==> config.mk <==
export PLATFORM = sky130hd
export DESIGN_NAME = iexecute
export DESIGN_NICKNAME = d
export VERILOG_FILES = /design/src/rtl/pipeline_pkg.sv /design/src/rtl/alu.sv /design/src/rtl/iexecute.sv
export SDC_FILE = /design/constraint.sdc
export NUM_CORES = 1
export LEC_CHECK = 0
export BUFFER_PORTS_ARGS = -buffer_cell sky130_fd_sc_hd__buf_2
export CAP_MARGIN = 20
export CELL_PAD_IN_SITES_DETAIL_PLACEMENT = 1
export CELL_PAD_IN_SITES_GLOBAL_PLACEMENT = 1
export CORE_UTILIZATION = 37
export DETAILED_ROUTE_END_ITERATION = 6
export PLACE_DENSITY_LB_ADDON = 0.1
export SYNTH_ARGS = -nofsm -noshare
export SYNTH_HDL_FRONTEND = slang
export SYNTH_HIERARCHICAL = 1
export SYNTH_SLANG_ARGS = --single-unit
==> constraint.sdc <==
create_clock -name clk -period 0.8 [get_ports clk]
set_input_delay 0.16 -clock clk [delete_from_list [all_inputs] [get_ports clk]]
set_output_delay 0.16 -clock clk [all_outputs]
set_load 0.05 [all_outputs]
==> src/rtl/pipeline_pkg.sv <==
// Shared encodings for the MIPS pipeline: ALUOP, funct and ALU control codes,
// plus the bit positions inside the packed wb/m control fields.
package pipeline_pkg;

  localparam logic [1:0] ALUOP_ADD   = 2'b00;
  localparam logic [1:0] ALUOP_SUB   = 2'b01;
  localparam logic [1:0] ALUOP_RTYPE = 2'b10;

  localparam logic [5:0] FUNCT_ADD = 6'b100000;
  localparam logic [5:0] FUNCT_SUB = 6'b100010;
  localparam logic [5:0] FUNCT_AND = 6'b100100;
  localparam logic [5:0] FUNCT_OR  = 6'b100101;
  localparam logic [5:0] FUNCT_SLT = 6'b101010;

  localparam logic [2:0] ALUCTL_AND   = 3'b000;
  localparam logic [2:0] ALUCTL_OR    = 3'b001;
  localparam logic [2:0] ALUCTL_ADD   = 3'b010;
  localparam logic [2:0] ALUCTL_PASS0 = 3'b011;
  localparam logic [2:0] ALUCTL_SUB   = 3'b110;
  localparam logic [2:0] ALUCTL_SLT   = 3'b111;

  localparam int WB_REGWRITE = 1;
  localparam int WB_MEMTOREG = 0;
  localparam int M_BRANCH    = 2;
  localparam int M_MEMREAD   = 1;
  localparam int M_MEMWRITE  = 0;

endpackage

==> src/rtl/alu.sv <==
// Combinational ALU for the execute stage; unknown control codes yield 0.
module alu
  import pipeline_pkg::*;
#(
  parameter int DW = 32
) (
  input  logic [DW-1:0] a,
  input  logic [DW-1:0] b,
  input  logic [2:0]    alu_ctl,
  output logic [DW-1:0] result,
  output logic          zero
);

  always_comb begin
    result = '0;
    case (alu_ctl)
      ALUCTL_AND: result = a & b;
      ALUCTL_OR:  result = a | b;
      ALUCTL_ADD: result = a + b;
      ALUCTL_SUB: result = a - b;
      ALUCTL_SLT: result = {{(DW-1){1'b0}}, ($signed(a) < $signed(b))};
      default:    result = '0;
    endcase
  end

  assign zero = (result == '0);

endmodule

==> src/rtl/iexecute.sv <==
// MIPS execute stage: ALU control decode, operand/destination muxes, branch
// target adder and the EX/MEM pipeline register.
module iexecute
  import pipeline_pkg::*;
#(
  parameter int DW = 32,
  parameter int RW = 5
) (
  input  logic          clk,
  input  logic          rst_n,
  input  logic          stall,
  input  logic          flush,
  input  logic [1:0]    wb_ctl,
  input  logic [2:0]    m_ctl,
  input  logic          regdst,
  input  logic          alusrc,
  input  logic [1:0]    aluop,
  input  logic [DW-1:0] npc,
  input  logic [DW-1:0] rdata1,
  input  logic [DW-1:0] rdata2,
  input  logic [DW-1:0] s_extend,
  input  logic [RW-1:0] instr_2016,
  input  logic [RW-1:0] instr_1511,
  output logic [1:0]    wb_ctlout,
  output logic          branch,
  output logic          memread,
  output logic          memwrite,
  output logic [DW-1:0] add_result,
  output logic          zero,
  output logic [DW-1:0] alu_result,
  output logic [DW-1:0] rdata2out,
  output logic [RW-1:0] muxout,
  output logic          pcsrc
);

  logic [2:0]    alu_ctl;
  logic [DW-1:0] alu_b;
  logic [DW-1:0] alu_res;
  logic          alu_zero;
  logic [DW-1:0] target;
  logic [RW-1:0] dest;

  always_comb begin
    alu_ctl = ALUCTL_PASS0;
    case (aluop)
      ALUOP_ADD: alu_ctl = ALUCTL_ADD;
      ALUOP_SUB: alu_ctl = ALUCTL_SUB;
      ALUOP_RTYPE: begin
        case (s_extend[5:0])
          FUNCT_ADD: alu_ctl = ALUCTL_ADD;
          FUNCT_SUB: alu_ctl = ALUCTL_SUB;
          FUNCT_AND: alu_ctl = ALUCTL_AND;
          FUNCT_OR:  alu_ctl = ALUCTL_OR;
          FUNCT_SLT: alu_ctl = ALUCTL_SLT;
          default:   alu_ctl = ALUCTL_PASS0;
        endcase
      end
      default: alu_ctl = ALUCTL_PASS0;
    endcase
  end

  assign alu_b  = alusrc ? s_extend : rdata2;
  assign target = npc + (s_extend << 2);
  assign dest   = regdst ? instr_1511 : instr_2016;

  alu #(.DW(DW)) u_alu (
    .a       (rdata1),
    .b       (alu_b),
    .alu_ctl (alu_ctl),
    .result  (alu_res),
    .zero    (alu_zero)
  );

  // Flush clears the datapath too so a bubble is fully deterministic.
  always_ff @(posedge clk or negedge rst_n) begin
    if (!rst_n) begin
      wb_ctlout  <= '0;
      branch     <= 1'b0;
      memread    <= 1'b0;
      memwrite   <= 1'b0;
      add_result <= '0;
      zero       <= 1'b0;
      alu_result <= '0;
      rdata2out  <= '0;
      muxout     <= '0;
      pcsrc      <= 1'b0;
    end else if (flush) begin
      wb_ctlout  <= '0;
      branch     <= 1'b0;
      memread    <= 1'b0;
      memwrite   <= 1'b0;
      add_result <= '0;
      zero       <= 1'b0;
      alu_result <= '0;
      rdata2out  <= '0;
      muxout     <= '0;
      pcsrc      <= 1'b0;
    end else if (!stall) begin
      wb_ctlout  <= {wb_ctl[WB_REGWRITE], wb_ctl[WB_MEMTOREG]};
      branch     <= m_ctl[M_BRANCH];
      memread    <= m_ctl[M_MEMREAD];
      memwrite   <= m_ctl[M_MEMWRITE];
      add_result <= target;
      zero       <= alu_zero;
      alu_result <= alu_res;
      rdata2out  <= rdata2;
      muxout     <= dest;
      pcsrc      <= m_ctl[M_BRANCH] & alu_zero;
    end
  end

endmodule

==> summary.md, run 1 <==
| Metric | Value |
|---|---|
| Post-synthesis sequential element count | about 110 |
| XOR/XNOR Fraction of Synth Area | 0.0373 |
| Io pins | around 260 |
| Worst EP Category | sequential cell input |
| Largest net degree at the start of global routing | roughly 50 |
| Clk root buf | clkbuf_16 |
| Post-Syn Area | approximately 11,000 sq um |
| Num CTS Buffers | 9 |
| Placer congestion estimate | 0.934 |
| Die width | about 180 um |
| Initial antenna violation count | 20 |
| Syn Nets | about 1,600 |
| Post-synthesis sequential area ratio | 0.239 |
| Post-synth EDFFs | 0 |
| Ys flop type | dfrtp_1 |
| Post-synth top area share | 0.239 |
| Syn Inst Count | ~1,400 |
| Overflow after GRT | 29 |
| CTS sink cnt | 108 |
| Total placed cells including tap cells | around 2,400 |
| Area contributors post-synth | dfrtp_1 24%, ha_1 14%, mux2i_1 9.8%, nor2_1 6.3%, a21oi_1 4.3% |
| Main combinational cell family by area after synthesis | compound AO/OA/AOI/OAI gates |
| Post-synthesis compound-gate area fraction | 0.218 |
| Initial Utilization | 0.379 |
| Netlist cell types | 95 |
| # port buffers | between 200 and 300 |
| Yosys top cell by area | dfrtp_1 |
| GRT Resource Usage Total | 0.754 |
| Synth Area in Simple Gates | 0.158 |
| Adder-Cell Fraction of Synth Area | 0.146 |
| Log Error | [ERROR GRT-0232] Routing congestion too high. Check the congestion heatmap in the GUI. |
| Async SR Flop Fraction | 1.00 |
| Chip height | between 150 and 200 um |
| Run status | stopped before the end |
| Post-Syn Area per Cell | approximately 8.3 sq um |
| Crit. endpoint post-GRT repair | pcsrc$_DFFE_PN0P_/D |
| Post-DP HPWL | approximately 43,000 um |
| Fail Step | global routing (5_1_grt) |
| Row count | 63 |
| Multiplexer share of the synthesized area | 0.131 |
| Yosys warnings | 6 |
| CTS Buffer Depth | 2 |
| # H-tree levels | 3 |
-- stage by stage --
| step | worst slack [ns] | util | TNS, ns | hold WS, ns | area [sq um] |
|---|---|---|---|---|---|
| after floorplan | -3.20 | - | -94.76 | -0.136 | 12200 |
| after global placement | -3.85 | 0.573 | -135.58 | 0.0379 | 17100 |
| after detailed placement | -3.91 | 0.573 | -140.71 | 0.0378 | 17100 |
| after CTS | -3.27 | 0.659 | -131.24 | 0.0303 | 19600 |
-- Yosys cell counts, types with 4 or more instances --
cell	instances
a211o_1	5
a21boi_0	5
a22o_1	9
xor2_1	13
nor2b_1	15
nand2b_1	10
a21o_1	20
mux2i_1	110
nand4_1	14
o221ai_1	4
ha_1	127
o22ai_1	17
buf_1	8
a221o_1	4
clkbuf_1	45
o31ai_1	12
nor3_1	29
a211oi_1	15
a21oi_1	98
nor2_1	188
nor3b_1	5
or3_1	5
nor4_1	5
o211ai_1	8
inv_1	118
xnor2_1	35
nand2_1	57
mux2_2	33
and3_1	5
o21a_1	5
o21ai_0	56
o31a_1	4
o21bai_1	12
a31oi_1	17
o21ai_1	6
dfrtp_1	108
buf_2	14
nand3_1	16
a22oi_1	4
or4_1	9
-- per-layer routing --
layer	GRT usage	overflow
met3	0.579	0
met1	0.744	1
met2	0.939	12
met5	0.272	0
met4	0.780	16
-- logic make-up after synthesis --
kind of cell	count (synthesis)
AOI/OAI and AO/OA	357
xor gates and xnor gates	48
adders and majority gates	130
buffers and inverters	196
DFF	108
muxes	143
and+or+nand+nor	381
-- timing repair --
action	in CTS
hold buffers	1
pin swaps	92
setup endpoints to repair	171
setup buffers	77
gates resized for setup	424
hold endpoints to repair	108
==> inputs of run 2 (changes only) <==
--- a/config.mk
+++ b/config.mk
@@ -7,11 +7,9 @@
 export LEC_CHECK = 0
 export BUFFER_PORTS_ARGS = -buffer_cell sky130_fd_sc_hd__buf_2
 export CAP_MARGIN = 20
-export CELL_PAD_IN_SITES_DETAIL_PLACEMENT = 1
-export CELL_PAD_IN_SITES_GLOBAL_PLACEMENT = 1
-export CORE_UTILIZATION = 37
+export CORE_UTILIZATION = 36
 export DETAILED_ROUTE_END_ITERATION = 6
-export PLACE_DENSITY_LB_ADDON = 0.1
+export PLACE_DENSITY_LB_ADDON = 0.15
 export SYNTH_ARGS = -nofsm -noshare
 export SYNTH_HDL_FRONTEND = slang
 export SYNTH_HIERARCHICAL = 1
==> constraint.sdc (replaced) <==
create_clock -name clk -period 1 [get_ports clk]
set_input_delay 0.2 -clock clk [delete_from_list [all_inputs] [get_ports clk]]
set_output_delay 0.2 -clock clk [all_outputs]
set_load 0.05 [all_outputs]
==> run 2 against run 1 <==
  * The flow now finishes, with violations (design-rule violations, negative setup slack)
  * Synthesized cell count unchanged
  * Synthesized area unchanged
==> summary.md, run 2 <==
| Metric | Value |
|---|---|
| Post-Syn Area per Cell | approximately 8.3 sq um |
| Max-cap violations | 0 |
| Post-synth EDFFs | 0 |
| Failing checks | design-rule violations, negative setup slack |
| Post-synthesis sequential element count | 108 |
| Synth Area in Simple Gates | 0.158 |
| Adder-Cell Fraction of Synth Area | 0.146 |
| Row count | 64 |
| GRT Resource Usage Total | 0.286 |
| Main combinational cell family by area after synthesis | compound AO/OA/AOI/OAI gates |
| Initial Utilization | 0.367 |
| Sequential cell area | between 2000 and 3000 sq um |
| Fin. max-slew vios | 0 |
| Overflow after GRT | 0 |
| Clk_lat worst skew | 0.37 ns |
| Multiplexer share of the synthesized area | 0.131 |
| GR Util met3 | 0.0271 |
| Highest clock rate | about 250 MHz |
| Syn Inst Count | 1,363 |
| First-pass GRT wire length | between 60,000 and 70,000 um |
| XOR/XNOR Fraction of Synth Area | 0.0373 |
| Power Dens Cells | around 1100 nW/um^2 |
| Fill count | between 2,000 and 3,000 |
| Period minus WS final | approximately 4.1 ns |
| Met1 usage | 0.388 |
| Worst flop-to-flop path endpoint | add_result[31] |
| Post-DRT Antenna Nets | 0 |
| Busiest grt layer | met2 |
| Critical Path AT | approximately 4.4 ns |
| Total core area | 30,700 sq um |
| CTS tree | done |
| Crit Path Max Fanout | 5 |
| Hold path depth | 3 |
| # port buffers | between 200 and 300 |
| Post-synth top area share | 0.239 |
| DRT iter0 DRCs | 863 |
| Yosys warnings | 6 |
| Num CTS Buffers | 9 |
| Drt pass-1 iters | 7 |
| Req. time, crit path | between 1 and 1.5 ns |
| Routed len/inst | 19.3 um |
| # H-tree levels | 3 |
| Worst min path class | in -> reg |
| Clk root buf | clkbuf_16 |
| Fin nets | ~2,400 |
| Fin crit share | 4.08 |
| CTS sink cnt | between 100 and 150 |
| Final Hold Violating Endpoints | 0 |
| Largest registers | add_result: 32 flops, alu_result: 32 flops, rdata2out: 32 flops |
| Die width | roughly 180 um |
| Synth top cells by count | 188 x nor2_1, 127 x ha_1, 118 x inv_1 |
| Layout cell share with drive strength beyond 1 | 0.550 |
| Io pins | ~260 |
| Vias in the first global route | roughly 13,000 |
| Worst IR Drop VDD | approximately 770 uV |
| Chip height | 179 um |
| Area contributors post-synth | dfrtp_1 24%, ha_1 14%, mux2i_1 9.8%, nor2_1 6.3%, a21oi_1 4.3% |
| Run status | finished with violations |
| Most frequent cells in the layout | 477 x buf_4, 175 x nor2_1, 160 x buf_6, 140 x buf_2, 109 x mux2i_1 |
| Initial antenna violation count | 2 |
| GR Util met2 | 0.481 |
| R2R setup slack | -0.21 ns |
| Vias per cell | roughly 5.3 |
| Async SR Flop Fraction | 1.00 |
| Routed WL | between 40,000 and 50,000 um |
| Fin cells | 2,497 |
| CTS Buffer Depth | 2 |
| Post-synthesis compound-gate area fraction | 0.218 |
| Sink of the worst hold path | add_result[0] |
| Total placed cells including tap cells | about 2,400 |
| Multi-input gate area | 9760 sq um |
| Final setup vio count | between 150 and 200 |
| Max_slew headroom | 0.658 |
| Overall Power | approximately 0.022 W |
| Fin Clk Skew | 0 ns |
| Area grow syn2layout | 78.7% |
| Post-DP HPWL | approximately 38,000 um |
| Die Area | roughly 32,000 sq um |
| Critical path startpoint category | input pin |
| Largest net degree at the start of global routing | 50 |
| Min-delay src | npc[0] |
| Vias | ~13,000 |
| Worst setup margin | -3.08 ns |
| Commonest non-fill, non-tap cell in the layout | buf_4 |
| Syn Nets | roughly 1,600 |
| Pleak | 9.95 nW |
| CP Capture Type | flip-flop |
| WS Path Type | in -> reg |
| Netlist cell types | 95 |
| Yosys top cell by area | dfrtp_1 |
| Worst-Margin Slew | between 0.5 and 0.6 ns |
| Top-count cell post-synth | nor2_1 |
| Post-Syn Area | ~11,000 sq um |
| Placer congestion estimate | approximately 0.95 |
| RR Startpoint | add_result[31] |
| Ys flop type | dfrtp_1 |
| Worst Reg-to-Reg Cells | 6 |
| Clk pin slew, worst setup/hold paths | roughly 0.07 ns |
| Post-route DRC violation count | 50 |
| RSZ-0062 raised after global routing | yes |
| Post-synthesis sequential area ratio | 0.239 |
==> run 2: cell counts after synthesis <==
Identical to the previous run, type by type.
==> run 2: where the power goes <==
part | internal, W | switching [W]
Combinational | 0.00636 | 0.00692
Sequential | 0.00470 | 0.000259
Clock | 0.00197 | 0.00193
Total | 0.0130 | 0.00911
==> run 2: layout make-up <==
class,count,area share
antenna,2,0.000248
clock buffer,11,0.0115
clock inverter,5,0.00285
inverter,120,0.0233
multi-input combinational,1059,0.484
sequential,108,0.134
tap,396,0.0246
timing repair buffer,796,0.320
==> run 2: metrics by stage <==
stage	hold slack (ns)	worst slack [ns]	area [sq um]	util	setup TNS, ns
global placement	0.0568	-3.57	16800	0.548	-114.86
CTS	0.0649	-2.97	18600	0.604	-101.62
detailed placement	0.0571	-3.60	16800	0.548	-117.01
finish	0.0810	-3.08	20200	0.656	-99.59
global route	0.0918	-3.21	20200	0.656	-107.97
floorplan	-0.0956	-3.05	12000	-	-81.32
==> run 2: critical path: stages <==
cell and delay [ns]:
buf_12 0.12, mux2_4 0.34, ha_4 0.18, fa_2 0.39, mux2i_1 0.20, xnor2_1 0.13, a21oi_1 0.20, o22ai_2 0.11
a211o_1 0.23, or4_1 0.42, or4_4 0.45, nor4_4 0.14, buf_4 0.15, nand4_1 0.09, or4_4 0.47, nor4_4 0.22
nor2b_4 0.19, a22oi_2 0.05, nor2_1 0.11
==> run 2: what timing repair did <==
action | in CTS | in global routing
pin swaps | 103 | 114
resized for setup | 287 | 368
endpoints found under the hold margin | 108 | 0
cloned | 1 | 0
hold buffers | 1 | 0
endpoints found under the setup margin | 171 | 171
buffers inserted | 32 | 76
==> run 2: logic make-up (layout without fill, tap and decap cells) <==
kind of cell / after synthesis / count (layout)
and+or+nand+nor: 381 / 381
AOI/OAI and AO/OA: 357 / 357
buffers and inverters: 196 / 932
muxes: 143 / 143
adders and majority gates: 130 / 130
DFF: 108 / 108
xor gates and xnor gates: 48 / 48
other: 0 / 2
==> run 2: metal layers <==
metal / part of all wire / wire length [um] / vias to the layer above
li1: - / - / 6327
met1: 0.44 / 21300 / 6433
met2: 0.48 / 23300 / 450
met3: 0.052 / 2530 / 58
met4: 0.022 / 1060 / 0
met5: 0 / 0 / -
==> run 2: how the worst max path moves through the flow <==
stage          startpoint  endpoint  slack [ns]  depth (start not counted)
5_1_grt            alusrc      zero       -3.21                         19
3_5_place_dp       alusrc     pcsrc       -3.60                         20
6_report           alusrc     pcsrc       -3.08                         19
4_1_cts            alusrc     pcsrc       -2.97                         19
3_3_place_gp       alusrc     pcsrc       -3.57                         21
2_1_floorplan      alusrc     pcsrc       -3.05                         20
Note: power is estimated with default switching activity, not from simulation.
